[config.mk]
export PLATFORM = sky130hd
export DESIGN_NAME = key_code_decoder
export DESIGN_NICKNAME = d
export VERILOG_FILES = /design/src/rtl/keypad_pkg.sv /design/src/rtl/code_debouncer.sv /design/src/rtl/key_code_decoder.sv
export SDC_FILE = /design/constraint.sdc
export NUM_CORES = 1
export LEC_CHECK = 0
export ABC_AREA = 1
export CAP_MARGIN = 20
export CORE_MARGIN = 3
export CORE_UTILIZATION = 31
export CTS_CLUSTER_SIZE = 28
export DETAILED_ROUTE_END_ITERATION = 12
export GPL_TIMING_DRIVEN = 0
export PLACE_DENSITY_LB_ADDON = 0.3
export SETUP_SLACK_MARGIN = 0.15
export SYNTH_ARGS = -nofsm -noshare
export SYNTH_HDL_FRONTEND = slang
export SYNTH_SLANG_ARGS = --single-unit
[constraint.sdc]
create_clock -name clk -period 2.6 [get_ports clk]
set_clock_uncertainty 0.15 [all_clocks]
set_input_delay 0.26 -clock clk [delete_from_list [all_inputs] [get_ports clk]]
set_output_delay 0.26 -clock clk [all_outputs]
set_load 0.02 [all_outputs]
[src/rtl/keypad_pkg.sv]
// Shared keypad selector definitions: code table, key numbering, FSM states.
// Latency: n/a (constants and pure functions only).
// Backpressure: n/a.
package keypad_pkg;

    // Selector code table; every other byte value is an invalid code
    localparam logic [7:0] CODE_NONE = 8'h00;
    localparam logic [7:0] CODE_K1   = 8'h72;
    localparam logic [7:0] CODE_K2   = 8'h03;
    localparam logic [7:0] CODE_K3   = 8'hBB;
    localparam logic [7:0] CODE_K4   = 8'hE3;
    localparam logic [7:0] CODE_K5   = 8'h37;

    // Key numbers 1..5; 0 means no key, 7 marks a code outside the table
    typedef logic [2:0] key_t;

    localparam key_t KEY_NONE    = 3'd0;
    localparam key_t KEY_K1      = 3'd1;
    localparam key_t KEY_K2      = 3'd2;
    localparam key_t KEY_K3      = 3'd3;
    localparam key_t KEY_K4      = 3'd4;
    localparam key_t KEY_K5      = 3'd5;
    localparam key_t KEY_INVALID = 3'd7;

    typedef enum logic [1:0] {
        ST_IDLE    = 2'd0,
        ST_PRESSED = 2'd1,
        ST_ERR     = 2'd2
    } state_e;

    function automatic key_t code_to_key(input logic [7:0] code);
        key_t k;
        case (code)
            CODE_NONE: k = KEY_NONE;
            CODE_K1:   k = KEY_K1;
            CODE_K2:   k = KEY_K2;
            CODE_K3:   k = KEY_K3;
            CODE_K4:   k = KEY_K4;
            CODE_K5:   k = KEY_K5;
            default:   k = KEY_INVALID;
        endcase
        return k;
    endfunction

    function automatic logic [4:0] key_to_onehot(input key_t k);
        logic [4:0] oh;
        case (k)
            KEY_K1:  oh = 5'b00001;
            KEY_K2:  oh = 5'b00010;
            KEY_K3:  oh = 5'b00100;
            KEY_K4:  oh = 5'b01000;
            KEY_K5:  oh = 5'b10000;
            default: oh = 5'b00000;
        endcase
        return oh;
    endfunction

endpackage

[src/rtl/code_debouncer.sv]
// Registers the selector code and accepts it once it has been stable for DEBOUNCE_CYCLES samples.
// Latency: accept pulses DEBOUNCE_CYCLES cycles after the sample register picks up a new code.
// Backpressure: none; accept is a one-cycle pulse per stable period and must be consumed.
module code_debouncer #(
    parameter int DEBOUNCE_CYCLES = 4,
    parameter int CNT_W           = 3
) (
    input  logic       clk,
    input  logic       rst,
    input  logic [7:0] code_in,
    output logic       accept,
    output logic [7:0] accept_code
);

    localparam logic [CNT_W-1:0] CNT_MAX = CNT_W'(DEBOUNCE_CYCLES);
    localparam logic [CNT_W-1:0] CNT_PRE = CNT_W'(DEBOUNCE_CYCLES - 1);
    localparam bit               SINGLE  = (DEBOUNCE_CYCLES == 1);

    logic [7:0]       samp;
    logic [7:0]       cand;
    logic [CNT_W-1:0] cnt;
    logic             changed;

    assign changed = (samp != cand);

    // Accept on the cycle the count reaches its target; the counter then
    // saturates, so this fires only once until samp changes again.
    assign accept      = changed ? SINGLE : (cnt == CNT_PRE);
    assign accept_code = samp;

    // Sample register, candidate reload and saturating stability counter
    always_ff @(posedge clk) begin
        if (rst) begin
            samp <= 8'h00;
            cand <= 8'h00;
            cnt  <= '0;
        end else begin
            samp <= code_in;
            if (changed) begin
                cand <= samp;
                cnt  <= CNT_W'(1);
            end else if (cnt != CNT_MAX) begin
                cnt <= cnt + CNT_W'(1);
            end
        end
    end

endmodule

[src/rtl/key_code_decoder.sv]
// Decodes debounced keypad selector codes into press/release events and a live one-hot key state.
// Latency: event appears DEBOUNCE_CYCLES+1 cycles after a code_in change; a key-change press follows its release ack.
// Backpressure: evt_valid held until evt_ack; events arriving while one is unacked are dropped and flag overflow.
module key_code_decoder import keypad_pkg::*; #(
    parameter int DEBOUNCE_CYCLES = 4,
    parameter int CNT_W           = 3
) (
    input  logic       clk,
    input  logic       rst,
    input  logic [7:0] code_in,
    input  logic       evt_ack,
    output logic       evt_valid,
    output logic       evt_press,
    output logic [2:0] evt_key,
    output logic [4:0] key_onehot,
    output logic       code_err,
    output logic       overflow
);

    logic       acc;
    logic [7:0] acc_code;
    key_t       acc_key;

    state_e     state, state_nxt;
    key_t       cur_key, cur_key_nxt;

    // Event produced by the FSM this cycle, plus an optional follow-up press
    logic       gen_vld;
    logic       gen_press;
    key_t       gen_key;
    logic       pq_set;
    key_t       pq_key;

    // One-entry slot holding the press half of a direct key change
    logic       pend_vld;
    key_t       pend_key;

    logic       slot_free;

    code_debouncer #(
        .DEBOUNCE_CYCLES (DEBOUNCE_CYCLES),
        .CNT_W           (CNT_W)
    ) u_debouncer (
        .clk         (clk),
        .rst         (rst),
        .code_in     (code_in),
        .accept      (acc),
        .accept_code (acc_code)
    );

    assign slot_free  = !evt_valid || evt_ack;
    assign code_err   = (state == ST_ERR);
    assign key_onehot = (state == ST_PRESSED) ? key_to_onehot(cur_key) : 5'b00000;

    // Key-state FSM: reacts only to accepted codes and decides which event to emit
    always_comb begin
        state_nxt   = state;
        cur_key_nxt = cur_key;
        gen_vld     = 1'b0;
        gen_press   = 1'b0;
        gen_key     = KEY_NONE;
        pq_set      = 1'b0;
        pq_key      = KEY_NONE;
        acc_key     = code_to_key(acc_code);
        if (acc) begin
            case (state)
                ST_IDLE: begin
                    if (acc_key == KEY_INVALID) begin
                        state_nxt = ST_ERR;
                    end else if (acc_key != KEY_NONE) begin
                        state_nxt   = ST_PRESSED;
                        cur_key_nxt = acc_key;
                        gen_vld     = 1'b1;
                        gen_press   = 1'b1;
                        gen_key     = acc_key;
                    end
                end
                ST_PRESSED: begin
                    if (acc_key != cur_key) begin
                        gen_vld   = 1'b1;
                        gen_press = 1'b0;
                        gen_key   = cur_key;
                        if (acc_key == KEY_NONE) begin
                            state_nxt   = ST_IDLE;
                            cur_key_nxt = KEY_NONE;
                        end else if (acc_key == KEY_INVALID) begin
                            state_nxt   = ST_ERR;
                            cur_key_nxt = KEY_NONE;
                        end else begin
                            pq_set      = 1'b1;
                            pq_key      = acc_key;
                            cur_key_nxt = acc_key;
                        end
                    end
                end
                ST_ERR: begin
                    if (acc_key == KEY_NONE) begin
                        state_nxt = ST_IDLE;
                    end else if (acc_key != KEY_INVALID) begin
                        state_nxt   = ST_PRESSED;
                        cur_key_nxt = acc_key;
                        gen_vld     = 1'b1;
                        gen_press   = 1'b1;
                        gen_key     = acc_key;
                    end
                end
                default: state_nxt = ST_IDLE;
            endcase
        end
    end

    // State registers plus the event output register, pending slot and sticky overflow
    always_ff @(posedge clk) begin
        if (rst) begin
            state     <= ST_IDLE;
            cur_key   <= KEY_NONE;
            evt_valid <= 1'b0;
            evt_press <= 1'b0;
            evt_key   <= KEY_NONE;
            pend_vld  <= 1'b0;
            pend_key  <= KEY_NONE;
            overflow  <= 1'b0;
        end else begin
            state   <= state_nxt;
            cur_key <= cur_key_nxt;

            if (evt_valid && evt_ack) begin
                evt_valid <= 1'b0;
            end

            // The pending press goes out before anything new; a fresh event
            // colliding with it in the same cycle is lost.
            if (slot_free && pend_vld) begin
                evt_valid <= 1'b1;
                evt_press <= 1'b1;
                evt_key   <= pend_key;
                pend_vld  <= 1'b0;
                if (gen_vld) begin
                    overflow <= 1'b1;
                end
            end else if (slot_free && gen_vld) begin
                evt_valid <= 1'b1;
                evt_press <= gen_press;
                evt_key   <= gen_key;
            end else if (gen_vld) begin
                overflow <= 1'b1;
            end

            if (pq_set) begin
                if (pend_vld && !slot_free) begin
                    overflow <= 1'b1;
                end
                pend_vld <= 1'b1;
                pend_key <= pq_key;
            end
        end
    end

endmodule

# Word-level counts from Yosys, hierarchy flattened
# Index checks and enable logic that the tools add are counted.
# totals
inputBits	11
word_cells	118
ram_bits	0
ff_bits	34
memories	0
rom_bits	0
latch_bits	0
# classes
n_reduce_logical	19
mux	60
n_bitwise	0
addsub	1
n_mul	0
n_lt_le_gt_ge	0
div_mod_pow	0
shifts	0
n_eq_ne	26
# op_table
op	count
$mux W3	18
$mux W1	27
$pmux W5 S5	1
$pmux W3 S3	2
$pmux W3 S6	1
$eq A8 B8 Y1 const B	2
$mux W2	7
$eq A3 B2 Y1 const B	3
$eq A3 B3 Y1 const B	3
$ne A3 B3 Y1 const B	3
$reduce_bool A3 Y1	3
$eq A8 B2 Y1 const B	1
$eq A8 B6 Y1 const B	1
$eq A8 B7 Y1 const B	1
$logic_not A8 Y1	1
$ne A8 B8 Y1	1
$reduce_and A7 Y1	1
$ne A2 B2 Y1 const B	3
$ne A3 B1 Y1 const B	2
$pmux W2 S3	1
$reduce_bool A2 Y1	3
$mux W5	1
$reduce_and A5 Y1	1
$logic_and A1 B1 Y1	4
13 further kinds	15

# Logic depth before layout (Yosys ltp)
# Gate-level depths: netlist of the first run.
# logic_depth
depth_word	12
mapped_depth	18

# By module
# A second synthesis of the first run with hierarchy kept.
# hier_totals
hier_cells	285
area_unflattened_um2	1939.4
# by_module_without_submodules
mod	seq_area_each_um2	n_inst	area_per_inst_um2	cells_each
key_code_decoder	300.3	1	1188.6	188
code_debouncer	380.4	1	750.7	97

# Worst setup path before layout of the first run
# No wires, ideal clock.
# synth_path
kind	reg-to-output
start	register state[0]
end	output port key_onehot[3]
stages_incl_launch_ff	5
arrival_time_ns	1.666
slack_ns	0.524
n_path_buf	0
cell_sequence	dfxtp_1 inv_1 nor2_1 inv_1 nor4_1
# synth_via
elab_chain_len	2
# synth_rtl
element	line_no	source
from (decl)	key_code_decoder.sv:24	state_e state, state_nxt;
from (signal assigned)	key_code_decoder.sv:124	state <= state_nxt;
$eq A2 B1 Y1	key_code_decoder.sv:53	assign key_onehot = (state == ST_PRESSED) ? key_to_onehot(cur_key) : 5'b00000;
$mux W5	key_code_decoder.sv:53	
to (decl)	key_code_decoder.sv:15	output logic [4:0] key_onehot,
# No other way between the ends.

# Worst setup path in the final report of the first run
# layout_path
start	register state[0]
end	output port key_onehot[1]
# Same word-level chain as after synthesis.

==> results.sh, run 1 <==
export IMPL_place_congestion=0.8412
export IMPL_grt_max_degree=13
export IMPL_synth_top_family_by_area="simple AND/OR/NAND/NOR gates"
export IMPL_ys_types=31
export IMPL_row_count=28
export IMPL_pwr_share_seq=0.439
export IMPL_die_h_um=86.41
export IMPL_fmax_ghz=0.4348
export IMPL_antenna_found_initial=0
export IMPL_yosys_warnings=0
export IMPL_first_pass_iters=4
export IMPL_synth_seq_cells=34
export IMPL_fin_ws_ns=0.3002
export IMPL_grtUsageTotal=0.1157
export IMPL_power_mw=1.244
export IMPL_cts_root_buf="clkbuf_8"
export IMPL_sw_frac_of_total=0.2251
export IMPL_synth_edff_count=0
export IMPL_ys_flop_type="dfxtp_1"
export IMPL_synth_area_mux_share=0
export IMPL_routed_via_density=4.420
export IMPL_dieArea_um2=7467
export IMPL_instances_no_fill=402
export IMPL_hold_class="reg -> reg"
export IMPL_maxCapViolCount=0
export IMPL_drive_gt1_frac=0.1865
export IMPL_final_util=0.4099
export IMPL_nFillCells=680
export IMPL_grt_pass1_vias=1638
export IMPL_htreeDepth=2
export IMPL_synth_cells=293
export IMPL_p_sw_mw=0.2801
export IMPL_port_buffers=22
export IMPL_numCtsBuffers=5
export IMPL_critPathSlowestCell="clkdlybuf4s50_1"
export IMPL_wire_per_inst_um=9.704
export IMPL_area_delta_synth_final_pct=24.66
export IMPL_min_period_over_period=0.8845
export IMPL_synthAdderAreaFrac=0.01873
export IMPL_syn_num_nets=307
export IMPL_power_leakage_nw=1.165
export IMPL_arrival_ns=1.89
export IMPL_core_area_um2=6096
export IMPL_power_density_nw_per_um2=498.1
export IMPL_hold_violations=0
export IMPL_vias=1777
export IMPL_grt_ovfl_total=0
export IMPL_pwr_share_comb=0.087
export IMPL_tritoncts_num_sinks=34
export IMPL_nets=340
export IMPL_clk_latency_ns=0.29
export IMPL_cp_end_kind="primary output"
export IMPL_worstSetupStartpointType="flop"
export IMPL_outcome="finished, final reports clean"
export IMPL_crit_path_max_incr_delay_ns=0.63
export IMPL_rsz0062_at_grt="false"
export IMPL_path_class="reg -> out"
export IMPL_synth_compound_area_frac=0.07366
export IMPL_worst_hold_slack_ns=0.2998
export IMPL_synthSimpleGateAreaFrac=0.4195
export IMPL_routed_wl_mm=3.901
export IMPL_dpl_hpwl_mm=3.075
export IMPL_post_place_cells=390
export IMPL_max_slew_margin_rel=0.6603
export IMPL_grt_pass1_wl_mm=6.872
export IMPL_syn_area_um2=2004
export IMPL_drv_slew=0
export IMPL_yosys_area_share_xor_xnor=0.03870
export IMPL_pre_cts_slack_ns=-0.005151
export IMPL_antenna_left=0
export IMPL_fin_crit_ns=2.300
export IMPL_critical_path_required_ns=2.19
export IMPL_path_max_fanout=6
export IMPL_initial_core_util=0.3288
export IMPL_fp_dieW_um=86.41
export IMPL_p_int_mw=0.9644
export IMPL_cts_clk_slew_worst_paths_ns=0.07
export IMPL_postSynthAreaPerCell_um2=6.841
export IMPL_irDropWorstVdd_v=0.0003699
export IMPL_tritoncts="yes"
export IMPL_antenna_diode_count=0
export IMPL_drcViolationCount=0
export IMPL_async_flop_share=0
export IMPL_io_pin_count=23
export IMPL_worst_slew_pin_slew_ns=0.5095
export IMPL_setup_violations=0
export IMPL_synth_seq_area_share=0.3396
export IMPL_clkPwrFrac=0.474
export IMPL_clockBufferDepth=2
export IMPL_drt_first_iter_violations=57
export IMPL_worstPathCellList="inv_1 -> nor2_4 -> nand2_1 -> nor3_1 -> clkdlybuf4s50_1"
power groups by stage:
stage	registers, mW	clock network, mW	logic [mW]
floorplan	0.556	0	0.0763
global placement	0.559	0	0.106
detailed placement	0.559	0	0.107
CTS	0.547	0.603	0.107
global route	0.549	0.634	0.124
finish	0.547	0.589	0.108
worst max-delay path, delay by kind of cell (launching register included):
family	cells	cell delay [ns]
flip-flops	1	0.40
buffers and inverters	2	0.77
AND/OR/NAND/NOR	3	0.44
flip-flops by register name (all words and copies together) (netlist names):
| register | cells |
|---|---|
| evt_valid | 1 |
| u_debouncer.accept_code | 8 |
| state | 2 |
| cur_key | 3 |
| evt_key | 3 |
| overflow | 1 |
| pend_key | 3 |
| u_debouncer.cnt | 3 |
| evt_press | 1 |
| u_debouncer.cand | 8 |
| pend_vld | 1 |
final cells by class:
type                       count  area [µm²]  share of cell area
inverter                      55       209.0             0.08363
clock inverter                 3       68.82             0.02754
tap                           75       93.84             0.03756
sequential                    34       680.7              0.2724
multi-input combinational    201        1116              0.4467
timing repair buffer          26       250.2              0.1002
clock buffer                   5       68.82             0.02754
buffer                         3       11.26            0.004507
synth_stat cells (2+ instances only):
library cell,number,area (µm²)
clkinv_1,3,11.26
nand2_1,60,225.2
o21ai_2,3,26.28
nand2_4,5,56.30
nor3_1,5,25.02
clkbuf_1,3,11.26
nor2_4,6,67.56
nor2_2,11,68.82
nor2_1,42,157.7
dfxtp_1,34,680.7
nand3_1,17,85.08
or2_2,2,12.51
nand4_1,2,12.51
a21oi_1,12,60.06
nand2_2,8,50.05
o21ai_0,6,30.03
xor2_1,7,61.31
inv_1,45,168.9
o21ai_1,2,10.01
inv_2,6,22.52
ha_1,3,37.54
nand3_4,2,35.03
layout by cell type, fill, tap and decap left out, types with 4 or more instances in the layout:
cell,synthesis,final
xor2_1,7,7
dfxtp_1,34,34
nor2_4,6,8
clkbuf_8,0,5
inv_1,45,45
nand2_4,5,5
inv_2,6,6
o21ai_0,6,6
nor3_1,5,5
nand2_2,8,8
clkdlybuf4s50_1,0,19
nor2_1,42,41
nor2_2,11,10
buf_4,0,4
a21oi_1,12,12
nand3_1,17,17
nand2_1,60,60
per-layer routing:
layer / track usage / share of wire / vias to the layer above
li1: - / - / 958
met1: 0.1368 / 0.48 / 781
met2: 0.1968 / 0.47 / 30
met3: 0.03612 / 0.042 / 8
met4: 0.04108 / 0.013 / 0
met5: 0 / 0 / -
metrics by stage:
step / instance area (µm²) / setup TNS, ns
2_1_floorplan: 2004 / 0
3_3_place_gp: 2318 / -0.01627
3_5_place_dp: 2318 / -0.005151
4_1_cts: 2461 / 0
5_1_grt: 2499 / 0
6_report: 2499 / 0
worst paths after layout:
check | start | to | slack [ns] | depth (start not counted)
hold / removal | overflow | overflow | 0.30 | 2
setup reg to reg | u_debouncer.accept_code[2] | pend_key[0] | 0.41 | 9
setup / recovery | state[0] | key_onehot[1] | 0.30 | 5
hold reg to reg | overflow | overflow | 0.30 | 2
logic make-up (layout without fill, tap and decap cells):
group                    Yosys count  after routing
AO/OA/AOI/OAI                     26             26
XOR/XNOR                           8              8
adder cells (fa/ha/maj)            3              3
buffers and inverters             58             92
flip-flops                        34             34
AND/OR/NAND/NOR                  164            164
timing repair:
item / 4_1_cts / 5_1_grt
pin swaps: 0 / 2
hold buffers: 0 / 0
buffers inserted: 0 / 4
setup endpoints to repair: 5 / 6
resized for setup: 4 / 2
No activity file was read; power rests on OpenSTA's default activity.
==> run 2: changes to the inputs <==
--- a/config.mk
+++ b/config.mk
@@ -8,7 +8,7 @@
 export ABC_AREA = 1
 export CAP_MARGIN = 20
 export CORE_MARGIN = 3
-export CORE_UTILIZATION = 31
+export CORE_UTILIZATION = 35
 export CTS_CLUSTER_SIZE = 28
 export DETAILED_ROUTE_END_ITERATION = 12
 export GPL_TIMING_DRIVEN = 0
==> run 2 against run 1 <==
- first-iteration DRC count down 5.3%
- routed wire length down 3.2%
- combinational power down 4%
- cell count down 2.2%
- via count down 1.4%
- critical endpoint is now key_onehot[0]
- largest cell class unchanged
==> results.sh, run 2 (synthesized netlist as in run 1, its figures left out) <==
export IMPL_outcome="finished, final reports clean"
export IMPL_routed_via_density=4.458
export IMPL_grt_max_degree=13
export IMPL_worst_slew_pin_slew_ns=0.4977
export IMPL_dpl_hpwl_mm=3.017
export IMPL_tritoncts="yes"
export IMPL_irDropWorstVdd_v=0.0005345
export IMPL_rrSetupSlack_ns=0.44
export IMPL_routed_wl_mm=3.776
export IMPL_worstSetupStartpointType="flop"
export IMPL_antenna_found_initial=0
export IMPL_crit_buf_inv=2
export IMPL_power_leakage_nw=1.163
export IMPL_fin_ws_ns=0.3302
export IMPL_vias=1752
export IMPL_maxCapViolCount=0
export IMPL_area_delta_synth_final_pct=22.85
export IMPL_antenna_diode_count=0
export IMPL_grtUsageTotal=0.1359
export IMPL_tritoncts_num_sinks=34
export IMPL_pre_cts_slack_ns=-0.007760
export IMPL_path_max_fanout=9
export IMPL_power_density_nw_per_um2=503.9
export IMPL_die_h_um=81.68
export IMPL_p_int_mw=0.9623
export IMPL_fin_crit_ns=2.270
export IMPL_port_buffers=22
export IMPL_initial_core_util=0.3757
export IMPL_cp_top_family="buffers and inverters"
export IMPL_cts_clk_slew_worst_paths_ns=0.07
export IMPL_multi_input_area_um2=1114
export IMPL_p_sw_mw=0.2785
export IMPL_place_congestion=0.8243
export IMPL_antenna_left=0
export IMPL_clkPwrFrac=0.475
export IMPL_grt_pass1_wl_mm=7.134
export IMPL_drive_gt1_frac=0.1796
export IMPL_grt_pass1_vias=1684
export IMPL_clockBufferDepth=2
export IMPL_critical_path_required_ns=2.19
export IMPL_pwr_share_seq=0.440
export IMPL_drcViolationCount=0
export IMPL_startpoint="state[0]"
export IMPL_fp_dieW_um=81.68
export IMPL_setup_violations=0
export IMPL_regArea_um2=680.7
export IMPL_numCtsBuffers=5
export IMPL_min_period_over_period=0.8730
export IMPL_arrival_ns=1.86
export IMPL_drv_slew=0
export IMPL_nets=336
export IMPL_postPlaceCellArea_um2=2312
export IMPL_mostFrequentLayoutCells="60 x nand2_1, 45 x inv_1, 40 x nor2_1"
export IMPL_max_slew_margin_rel=0.6682
export IMPL_pwr_share_comb=0.084
export IMPL_nFillCells=559
export IMPL_post_cts_buffers=0
export IMPL_rr_worst_depth=11
export IMPL_dieArea_um2=6671
export IMPL_sw_frac_of_total=0.2244
export IMPL_first_pass_iters=4
export IMPL_hold_violations=0
export IMPL_r2r_end="evt_key[2]"
export IMPL_rsz0062_at_grt="false"
export IMPL_grt_ovfl_total=0
export IMPL_path_class="reg -> out"
export IMPL_r2r_start="u_debouncer.accept_code[5]"
export IMPL_cp_end_kind="primary output"
export IMPL_clk_latency_ns=0.29
export IMPL_critPathCapture="key_onehot[0]"
export IMPL_cts_hold_buf=0
export IMPL_cts_root_buf="clkbuf_8"
export IMPL_drt_first_iter_violations=54
export IMPL_row_count=26
export IMPL_hold_class="reg -> reg"
export IMPL_post_route_cell_area_um2=2462
export IMPL_post_place_cells=385
export IMPL_final_common_cell="nand2_1"
export IMPL_instances_no_fill=393
export IMPL_io_pin_count=23
export IMPL_critPathSlowestCell="clkdlybuf4s50_1"
export IMPL_htreeDepth=2
export IMPL_crit_path_max_incr_delay_ns=0.61
export IMPL_worstPathCellList="inv_1 -> nor2_4 -> nand2_1 -> nor2_1 -> clkdlybuf4s50_1"
export IMPL_core_area_um2=5335
export IMPL_wire_per_inst_um=9.608
export IMPL_cp_num_cells=5
export IMPL_fmax_ghz=0.4406
[run 2: changes by cell type in the layout (fill, tap and decap cells not counted), sizes merged]
| cell | change |
|---|---|
| dlymetal6s2s | +1 |
| buf | -4 |
| clkdlybuf4s50 | -1 |
[run 2: layer usage]
layer  GRT usage  wire length, µm  vias to the layer above
li1            -                -                      946
met3     0.03399              163                        4
met5           0                0                        -
met1      0.1670             1794                      774
met2      0.2362             1783                       28
met4     0.03488               34                        0
[run 2: per-stage QoR]
step / util / power (mW) / TNS (ns) / hold WS (ns)
6_report: 0.4615 / 1.241 / 0 / 0.3017
4_1_cts: 0.4601 / 1.258 / 0 / 0.3097
5_1_grt: 0.4615 / 1.300 / 0 / 0.3262
2_1_floorplan: - / 0.6324 / 0 / 0.1893
3_3_place_gp: 0.4334 / 0.6636 / -0.01006 / 0.2927
3_5_place_dp: 0.4334 / 0.6648 / -0.007760 / 0.2987
[run 2: worst min path at each step]
stage,from,endpoint,cells after the start
2_1_floorplan,rst,pend_key[1],1
3_3_place_gp,overflow,overflow,2
3_5_place_dp,overflow,overflow,2
4_1_cts,overflow,overflow,2
5_1_grt,code_in[6],u_debouncer.accept_code[6],3
6_report,overflow,overflow,2
[run 2: cell type report]
type / instances / share of cell area
Multi-Input combinational cell: 201 / 0.4522
Timing Repair Buffer: 22 / 0.09045
Buffer: 3 / 0.004573
Inverter: 55 / 0.08486
Clock buffer: 5 / 0.02795
Clock inverter: 3 / 0.02795
Sequential cell: 34 / 0.2764
Tap cell: 70 / 0.03557
[run 2: repair_timing]
item                                    4_1_cts  5_1_grt
pin swaps                                     0        0
gates resized for setup                       4        3
endpoints found under the setup margin        5        4
[run 2: power groups by stage]
stage          Sequential, mW  Combinational [mW]  Clock, mW
6_report                0.546               0.104      0.590
5_1_grt                 0.548               0.121      0.631
4_1_cts                 0.547               0.106      0.605
2_1_floorplan           0.556              0.0763          0
3_5_place_dp            0.559               0.106          0
3_3_place_gp            0.559               0.105          0
[run 2: tightest hold or removal path, delay by kind of cell, from the launching register on]
family / cells / cell delay (ns)
AOI/OAI and AO/OA: 1 / 0.05
buffers and inverters: 1 / 0.05
DFF: 1 / 0.31
==> run 3: changes to the inputs <==
--- a/config.mk
+++ b/config.mk
@@ -16,4 +16,5 @@
 export SETUP_SLACK_MARGIN = 0.15
 export SYNTH_ARGS = -nofsm -noshare
 export SYNTH_HDL_FRONTEND = slang
+export SYNTH_HIERARCHICAL = 1
 export SYNTH_SLANG_ARGS = --single-unit
==> run 3 against run 2 <==
- sequential share of layout area rose by 1.5 points
- non-clock buffer count down 1
- cell count decreased by 2.3%
- critical path type is now reg -> reg
- total power fell by 9.8%
- utilization decreased by 1.5 points
- worst setup slack improved by 0.080 ns
- global-route usage down 1.1 points
==> results.sh, run 3 <==
export IMPL_drive_gt1_frac=0.1465
export IMPL_power_leakage_nw=1.043
export IMPL_arrival_ns=2.26
export IMPL_tritoncts="yes"
export IMPL_syn_area_um2=1939
export IMPL_worstSetupStartpointType="flop"
export IMPL_min_to="u_debouncer/cand[2]"
export IMPL_min_period_over_period=0.8424
export IMPL_numCtsBuffers=5
export IMPL_vias=1715
export IMPL_power_density_nw_per_um2=478.7
export IMPL_worst_slew_pin_slew_ns=0.4796
export IMPL_drv_slew=0
export IMPL_fmax_ghz=0.4566
export IMPL_first_pass_iters=4
export IMPL_multi_input_area_um2=1054
export IMPL_yosys_warnings=6
export IMPL_rrSetupSlack_ns=0.41
export IMPL_antenna_diode_count=0
export IMPL_ys_flop_type="dfxtp_1"
export IMPL_setup_violations=0
export IMPL_fp_dieW_um=80.44
export IMPL_ys_types=32
export IMPL_synth_cells=285
export IMPL_cp_end_kind="flop"
export IMPL_antenna_found_initial=0
export IMPL_cp_top_family="simple AND/OR/NAND/NOR gates"
export IMPL_instances_no_fill=384
export IMPL_synth_top_area_frac=0.3510
export IMPL_pre_cts_slack_ns=0.3816
export IMPL_port_buffers=21
export IMPL_grt_pass1_wl_mm=6.341
export IMPL_async_flop_share=0
export IMPL_rsz0062_at_grt="true"
export IMPL_regArea_um2=681.9
export IMPL_synth_top_area_cell="dfxtp_1"
export IMPL_worstPathCellList="xnor2_1 -> nand2_1 -> nor2_2 -> and3_1 -> inv_1 -> a211oi_1 -> nand2_1 -> nand2_1 -> nor2_2 -> nor2_2"
export IMPL_routed_wl_mm=3.717
export IMPL_final_common_cell="nand2_1"
export IMPL_initial_core_util=0.3703
export IMPL_mostFrequentLayoutCells="69 x nand2_1, 45 x inv_1, 38 x nor2_1"
export IMPL_wire_per_inst_um=9.680
export IMPL_synth_seq_cells=34
export IMPL_fin_crit_ns=2.190
export IMPL_hold_class="in -> reg"
export IMPL_crit_path_max_incr_delay_ns=0.48
export IMPL_dieArea_um2=6471
export IMPL_cts_root_buf="clkbuf_8"
export IMPL_tritoncts_num_sinks=34
export IMPL_maxCapViolCount=0
export IMPL_post_place_cells=376
export IMPL_hold_start="rst"
export IMPL_io_pin_count=23
export IMPL_path_max_fanout=7
export IMPL_path_class="reg -> reg"
export IMPL_critical_path_required_ns=2.67
export IMPL_finalSetupTns_ns=0
export IMPL_irDropWorstVdd_v=0.0002959
export IMPL_antenna_left=0
export IMPL_postSynthAreaPerCell_um2=6.805
export IMPL_drt_first_iter_violations=86
export IMPL_core_area_um2=5238
export IMPL_min_path_cells=2
export IMPL_row_count=26
export IMPL_dpl_hpwl_mm=2.897
export IMPL_clockBufferDepth=2
export IMPL_hold_violations=0
export IMPL_routed_via_density=4.466
export IMPL_rr_worst_depth=10
export IMPL_clk_latency_ns=0.28
export IMPL_syn_num_nets=299
export IMPL_synth_seq_area_share=0.3510
export IMPL_outcome="finished, final reports clean"
export IMPL_grtUsageTotal=0.1253
export IMPL_netlist_top_cells_count="69 x nand2_1, 45 x inv_1, 38 x nor2_1, 34 x dfxtp_1, 13 x nor2_2"
export IMPL_yosysMostFrequentCell="nand2_1"
export IMPL_place_congestion=0.8571
export IMPL_nets=327
export IMPL_die_h_um=80.44
export IMPL_nFillCells=550
export IMPL_grt_ovfl_total=0
export IMPL_crit_buf_inv=1
export IMPL_grt_pass1_vias=1466
export IMPL_htreeDepth=2
export IMPL_drcViolationCount=0
export IMPL_post_route_cell_area_um2=2338
export IMPL_cts_clk_slew_worst_paths_ns=0.07
export IMPL_power_mw=1.119
export IMPL_grt_max_degree=11
export IMPL_synth_edff_count=0
export IMPL_yosys_top_cells_area="dfxtp_1 35%, nand2_1 13%, inv_1 8.7%"
export IMPL_critPathSlowestCell="dfxtp_1"
export IMPL_max_slew_margin_rel=0.6803
export IMPL_postPlaceCellArea_um2=2237
export IMPL_fin_ws_ns=0.4097
export IMPL_area_delta_synth_final_pct=20.58
export IMPL_r2r_start="u_debouncer/accept_code[7]"
export IMPL_r2r_end="evt_key[2]"
## run 3: cell types whose count changed in the layout (fill, tap and decap cells not counted), sizes merged, moves of 4 or more
cell	delta
nor3	-5
xnor2	+5
clkinv	-4
xor2	-7
nand3	-7
## run 3: timing repair
action,CTS,global route
buffers inserted,0,0
gates cloned,0,0
gates resized for setup,5,1
setup endpoints to repair,5,3
hold buffers,0,0
## run 3: logic make-up (layout without fill, tap and decap cells)
| family | after synthesis | in the layout | share of synthesized area |
|---|---|---|---|
| simple gates | 160 | 160 | 0.4206 |
| compound gates | 28 | 28 | 0.07613 |
| xor+xnor | 6 | 6 | 0.02710 |
| fa+ha+maj | 3 | 3 | 0.01936 |
| flops | 34 | 34 | 0.3510 |
| buf+inv | 54 | 83 | 0.1058 |
## run 3: final cells by class
type,count,share of cell area
Buffer,3,0.005886
Clock inverter,1,0.01284
Tap cell,70,0.03745
Timing Repair Buffer,21,0.08721
Inverter,51,0.08186
Clock buffer,7,0.03264
Multi-Input combinational cell,197,0.4505
Sequential cell,34,0.2916
## run 3: worst max path at each step
| stage | start | endpoint | slack (ns) | cells after the start |
|---|---|---|---|---|
| 3_5_place_dp | state[0] | key_onehot[4] | 0.38 | 5 |
| 2_1_floorplan | u_debouncer/accept_code[6] | evt_key[0] | 0.71 | 10 |
| 6_report | u_debouncer/accept_code[7] | evt_key[2] | 0.41 | 10 |
| 4_1_cts | state[0] | key_onehot[4] | 0.36 | 5 |
| 3_3_place_gp | state[0] | key_onehot[1] | 0.39 | 5 |
| 5_1_grt | u_debouncer/accept_code[7] | evt_key[1] | 0.14 | 10 |
## run 3: per-layer routing
metal  GRT usage  wire, µm  vias to the layer above
met5           0         0                        -
met4     0.04054        36                        0
met3     0.04148       189                        4
li1            -         -                      935
met2      0.2020      1679                       30
met1      0.1568      1812                      746
## run 3: power by group
group	internal (mW)	total, mW	leakage [nW]	switching (mW)
Clock	0.287	0.473	0.0524	0.186
Combinational	0.0422	0.0988	0.713	0.0566
Sequential	0.534	0.548	0.278	0.0139
Total	0.863	1.12	1.04	0.257
## run 3: per-stage QoR
| stage | utilization | hold WS, ns |
|---|---|---|
| 2_1_floorplan | - | 0.2170 |
| 3_3_place_gp | 0.4271 | 0.2891 |
| 3_5_place_dp | 0.4271 | 0.2913 |
| 4_1_cts | 0.4462 | 0.09662 |
| 5_1_grt | 0.4465 | 0.1089 |
| 6_report | 0.4465 | 0.1009 |
